$ cat config.mk
export PLATFORM = sky130hd
export DESIGN_NAME = ascon_permutation_seq
export DESIGN_NICKNAME = d
export VERILOG_FILES = /design/src/rtl/ascon_pack.sv /design/src/rtl/ascon_round.sv /design/src/rtl/ascon_permutation_seq.sv
export SDC_FILE = /design/constraint.sdc
export NUM_CORES = 1
export LEC_CHECK = 0
export CAP_MARGIN = 20
export CORE_AREA = 2 2 254 256
export CTS_BUF_LIST = sky130_fd_sc_hd__clkbuf_8
export CTS_CLUSTER_DIAMETER = 40
export DETAILED_ROUTE_END_ITERATION = 8
export DIE_AREA = 0 0 256 258
export GPL_TIMING_DRIVEN = 0
export PLACE_DENSITY = 0.75
export SYNTH_ARGS = -nofsm -noshare
export SYNTH_HDL_FRONTEND = slang
export SYNTH_SLANG_ARGS = --single-unit
$ cat constraint.sdc
create_clock -name clock_i -period 2.2 [get_ports clock_i]
set_input_delay 0.55 -clock clock_i [delete_from_list [all_inputs] [get_ports clock_i]]
set_output_delay 0.55 -clock clock_i [all_outputs]
set_load 0.1 [all_outputs]
$ cat src/rtl/ascon_pack.sv
// Shared ASCON types: permutation state, FSM encoding, mode codes,
// the round-constant table and small helpers used by the round datapath.
package ascon_pack;

    // Five 64-bit words; index 0 is x0, index 4 is x4.
    typedef logic [4:0][63:0] type_state;

    typedef enum logic [1:0] {
        ST_IDLE = 2'd0,
        ST_RUN  = 2'd1,
        ST_DONE = 2'd2
    } fsm_state_e;

    // Round-count selection on mode_i.
    localparam logic [1:0] MODE_P12  = 2'b00;
    localparam logic [1:0] MODE_P8   = 2'b01;
    localparam logic [1:0] MODE_P6   = 2'b10;
    localparam logic [1:0] MODE_RSVD = 2'b11;

    // Every schedule ends after round 11, so the counter stops at 12.
    localparam logic [3:0] ROUND_END = 4'd12;

    // Round constant XORed into the low byte of x2.
    function automatic logic [7:0] round_const(input logic [3:0] r);
        case (r)
            4'd0:    return 8'hF0;
            4'd1:    return 8'hE1;
            4'd2:    return 8'hD2;
            4'd3:    return 8'hC3;
            4'd4:    return 8'hB4;
            4'd5:    return 8'hA5;
            4'd6:    return 8'h96;
            4'd7:    return 8'h87;
            4'd8:    return 8'h78;
            4'd9:    return 8'h69;
            4'd10:   return 8'h5A;
            4'd11:   return 8'h4B;
            default: return 8'h00;
        endcase
    endfunction

    // Shorter permutations use the tail of the 12-round schedule;
    // the reserved code falls back to the full permutation.
    function automatic logic [3:0] first_round(input logic [1:0] mode);
        case (mode)
            MODE_P8: return 4'd4;
            MODE_P6: return 4'd6;
            default: return 4'd0;
        endcase
    endfunction

    // Rotate right; only ever called with constant amounts in 1..63.
    function automatic logic [63:0] ror64(input logic [63:0] x, input int unsigned n);
        return (x >> n) | (x << (64 - n));
    endfunction

endpackage

$ cat src/rtl/ascon_round.sv
// One ASCON round, purely combinational: constant addition, bit-sliced
// 5-bit S-box layer, then per-word linear diffusion.
module ascon_round
    import ascon_pack::*;
(
    input  type_state  state,
    input  logic [3:0] round_idx,
    output type_state  result
);

    // Rotation pairs for the diffusion of x0..x4.
    localparam int unsigned ROT_A [5] = '{19, 61, 1, 10, 7};
    localparam int unsigned ROT_B [5] = '{28, 39, 6, 17, 41};

    type_state   sbox_out;
    logic [63:0] x0, x1, x2, x3, x4;
    logic [63:0] t0, t1, t2, t3, t4;

    // Constant addition followed by the bit-sliced S-box applied to all 64 columns.
    always_comb begin
        x0 = state[0];
        x1 = state[1];
        x2 = state[2] ^ {56'd0, round_const(round_idx)};
        x3 = state[3];
        x4 = state[4];

        x0 = x0 ^ x4;
        x4 = x4 ^ x3;
        x2 = x2 ^ x1;

        t0 = ~x0 & x1;
        t1 = ~x1 & x2;
        t2 = ~x2 & x3;
        t3 = ~x3 & x4;
        t4 = ~x4 & x0;

        x0 = x0 ^ t1;
        x1 = x1 ^ t2;
        x2 = x2 ^ t3;
        x3 = x3 ^ t4;
        x4 = x4 ^ t0;

        x1 = x1 ^ x0;
        x0 = x0 ^ x4;
        x3 = x3 ^ x2;
        x2 = ~x2;

        sbox_out[0] = x0;
        sbox_out[1] = x1;
        sbox_out[2] = x2;
        sbox_out[3] = x3;
        sbox_out[4] = x4;
    end

    // Linear diffusion: each word mixes with two rotated copies of itself.
    genvar gi;
    generate
        for (gi = 0; gi < 5; gi++) begin : g_diffuse
            assign result[gi] = sbox_out[gi]
                              ^ ror64(sbox_out[gi], ROT_A[gi])
                              ^ ror64(sbox_out[gi], ROT_B[gi]);
        end
    endgenerate

endmodule

$ cat src/rtl/ascon_permutation_seq.sv
// Sequential ASCON permutation: UNROLL rounds per clock (1 or 2), with
// a start/busy/done handshake and a 12, 8 or 6 round schedule.
module ascon_permutation_seq
    import ascon_pack::*;
#(
    // Rounds per clock; only 1 and 2 divide every schedule evenly.
    parameter int UNROLL = 1
) (
    input  logic       clock_i,
    input  logic       resetb_i,
    input  logic       start_i,
    input  logic [1:0] mode_i,
    input  type_state  state_i,
    output type_state  state_o,
    output logic       busy_o,
    output logic       done_o
);

    localparam logic [3:0] STEP = 4'(UNROLL);

    fsm_state_e fsm_reg, fsm_next;
    logic [3:0] round_reg, round_next;
    type_state  state_reg, state_next;

    // chain[0] is the registered state; chain[UNROLL] is after the last round this cycle.
    type_state  chain [UNROLL+1];

    assign chain[0] = state_reg;

    genvar gi;
    generate
        for (gi = 0; gi < UNROLL; gi++) begin : g_round
            ascon_round u_round (
                .state     (chain[gi]),
                .round_idx (round_reg + 4'(gi)),
                .result    (chain[gi+1])
            );
        end
    endgenerate

    // FSM, round counter and working state register.
    always_ff @(posedge clock_i or negedge resetb_i) begin
        if (!resetb_i) begin
            fsm_reg   <= ST_IDLE;
            round_reg <= 4'd0;
            state_reg <= '0;
        end else begin
            fsm_reg   <= fsm_next;
            round_reg <= round_next;
            state_reg <= state_next;
        end
    end

    // Next-state logic: load on an accepted start, advance UNROLL rounds per RUN cycle.
    always_comb begin
        fsm_next   = fsm_reg;
        round_next = round_reg;
        state_next = state_reg;
        busy_o     = 1'b0;
        done_o     = 1'b0;

        case (fsm_reg)
            ST_IDLE, ST_DONE: begin
                done_o = (fsm_reg == ST_DONE);
                if (start_i) begin
                    state_next = state_i;
                    round_next = first_round(mode_i);
                    fsm_next   = ST_RUN;
                end else begin
                    fsm_next   = ST_IDLE;
                end
            end
            ST_RUN: begin
                busy_o     = 1'b1;
                state_next = chain[UNROLL];
                round_next = round_reg + STEP;
                if (round_next == ROUND_END) begin
                    fsm_next = ST_DONE;
                end
            end
            default: begin
                fsm_next = ST_IDLE;
            end
        endcase
    end

    assign state_o = state_reg;

endmodule

==> qor.txt <==
status = finished, violations left
failing checks = negative setup slack
Iter 0 DRT Violations = 5192
area share of the largest cell type after synthesis = 0.288
die height = 258 um
fin crit period = 2.44 ns
Clk Latency, worst-skew pair = 0.74 ns
HP Class = in -> reg
kind of critical path = reg -> reg
Clock Tree Buf Depth = 3
largest net degree at the start of global routing = 110
worst-case reg-to-reg path depth = 6
max FFs per register = 320
Synth cell types = 36
CTS tree = yes
Final Hold Vio Count = 0
Setup WS post-layout = -0.236 ns
Setup crit start kind = flip-flop
layout cells sized above 1 = 0.396
cell family with most CP delay = XOR/XNOR gates
final core occ = 0.737
leading cell type in the layout, fill and taps excluded = nand2_1
CP bufs+invs = 0
CP required = 2.79 ns
clock root cell = clkbuf_8
DRC Markers = 0
DIE WIDTH = 256 um
most frequent cells in the layout = nand2_1, xnor2_1, nor2_1
clock sinks = 326
final worst-path cycle share = 1.11
unrepaired setup endpoints after global routing = true
WHS Path Cells = 3
GRT overflow = 0
crit-path max cell delay = 0.53 ns
antenna viol nets, final = 0
Total GRT Usage = 0.516
clock-pin slew on the worst setup and hold paths = 0.06 ns
synthesized flop and latch total = 326
Via Count = 33.7k
R2R setup slack = -0.24 ns
area of the die = 66000 sq um
Synth area leaders = dfrtp_1, xnor2_1, xor2_1, ha_1, nand2_1
sequential area share after synthesis = 0.288
Net Count, Synth = 3834
Syn Area/Cell = 8.37 sq um
cts bufs inserted = 77
Post-Route WL = 186 mm
CTS H-tree depth = 3
fin nets = 4825
Final Max Tran Viols = 0
GPL Wtd Cong = 1.12
Hold EP = state_o[185]
CP Cell Sequence = xor2_1, nor2_1, xor2_4, xnor2_1, xnor2_2, o21ai_0
area of the core = 63600 sq um
Mapped Area = 28300 sq um
Rel. slew slack = 0.219
Arr. time, crit path = 3.02 ns
Row Count = 93
Final setup viols = 242
starting density of the core = 0.444
Clock Skews = 0.0341 ns
IO buf count = 646
hold wc startpoint = state_i[185]
Worst Path Max Fanout = 5
CP endpoint kind = flip-flop
vias in the first global route = 31.4k
Area Overhead vs Synth = 65.9%
MaxCap Viol Count = 0
WP depth = 6
post-synthesis cell count = 3379
initial antenna violation count = 11
Warnings, synthesis = 0
Worst path slowest cell = xor2_4
global-route wire length before repair = 239 mm
worst reg2reg path startpoint = state_o[315]
Synth area leader = dfrtp_1
Slew @ Worst Pin = 1.17 ns
Max Fclk = 0.411 GHz
Reg-to-Reg End = state_o[315]
hpwl dp = 136 mm
routed length per placed instance = 35.2 um
drt pass-1 iters = 9
IO Count = 647
drt via density = 6.36
[final cells by class]
class                           count  area (sq um)
Inverter                          133           504
Sequential cell                   326          8710
Clock inverter                     54           546
Multi-Input combinational cell   2784         26500
Clock buffer                       89          1220
Timing Repair Buffer              915          7700
Tap cell                          855          1070
Buffer                            133           697
Fill cell                        4412         16700
Antenna cell                        7          17.5
[worst max-delay path by stage]
| stage | slack [ns] | to | startpoint |
|---|---|---|---|
| floorplan | 0.00007 | state_o[248] | state_o[201] |
| detailed placement | -1.67 | state_o[77] | start_i |
| finish | -0.24 | state_o[315] | state_o[315] |
| global placement | -17.52 | state_o[79] | resetb_i |
| global route | -0.25 | state_o[244] | round_reg[2] |
| CTS | -0.21 | busy_o | fsm_reg[0] |
[worst min-delay path: stages]
cell and delay (ns):
clkdlybuf4s50_1 0.40, nand2_1 0.06, a31oi_1 0.07
[cell families after synthesis]
logic type | after synthesis | share of synthesized area
xor gates and xnor gates | 1159 | 0.363
and+or+nand+nor | 871 | 0.125
AOI/OAI and AO/OA | 616 | 0.127
DFF | 326 | 0.288
buffers and inverters | 269 | 0.0361
adders and majority gates | 132 | 0.0582
muxes | 6 | 0.00243
[metal layers]
metal / vias up / part of all wire / global-route usage
met2: 3380 / 0.40 / 0.749
met5: - / 0.00024 / 0.0128
li1: 13015 / - / -
met3: 1173 / 0.16 / 0.206
met4: 6 / 0.12 / 0.450
met1: 16083 / 0.31 / 0.592
[synth_stat cells (all sizes together)]
cell type and instances:
a211oi 82, a21boi 2, a21oi 250, a22oi 84, a31oi 57, and3 98, buf 16, clkbuf 120
dfrtp 326, ha 130, inv 133, maj3 2, mux2 1, mux2i 5, nand2 415, nand2b 4
nand3 1, nand3b 1, nand4 1, nor2 348, nor2b 2, nor3b 1, o211ai 1, o21ai 140
xnor2 844, xnor3 2, xor2 312, xor3 1
[metrics by stage]
step / setup WS (ns) / setup TNS [ns] / std cells / hold WS [ns] / area, sq um
after floorplan: 0.0000704 / 0 / 3379 / 0.254 / 28900
after global placement: -17.52 / -5818.48 / 4880 / 0.529 / 36400
after detailed placement: -1.67 / -390.26 / 4900 / 0.541 / 36700
after CTS: -0.214 / -2.22 / 5146 / 0.362 / 42700
after global routing: -0.255 / -14.97 / 5293 / 0.407 / 46900
final: -0.236 / -16.35 / 5296 / 0.368 / 46900
[timing repair]
action	4_1_cts	5_1_grt
setup buffers	104	145
pin swaps	136	228
resized for setup	2305	410
hold buffers	1	0
gates cloned	1	1
endpoints found under the hold margin	61	0
setup endpoints to repair	648	273
Power is not shown: default switching activity piles up to over one toggle a cycle in this logic, so the estimate is an artifact.
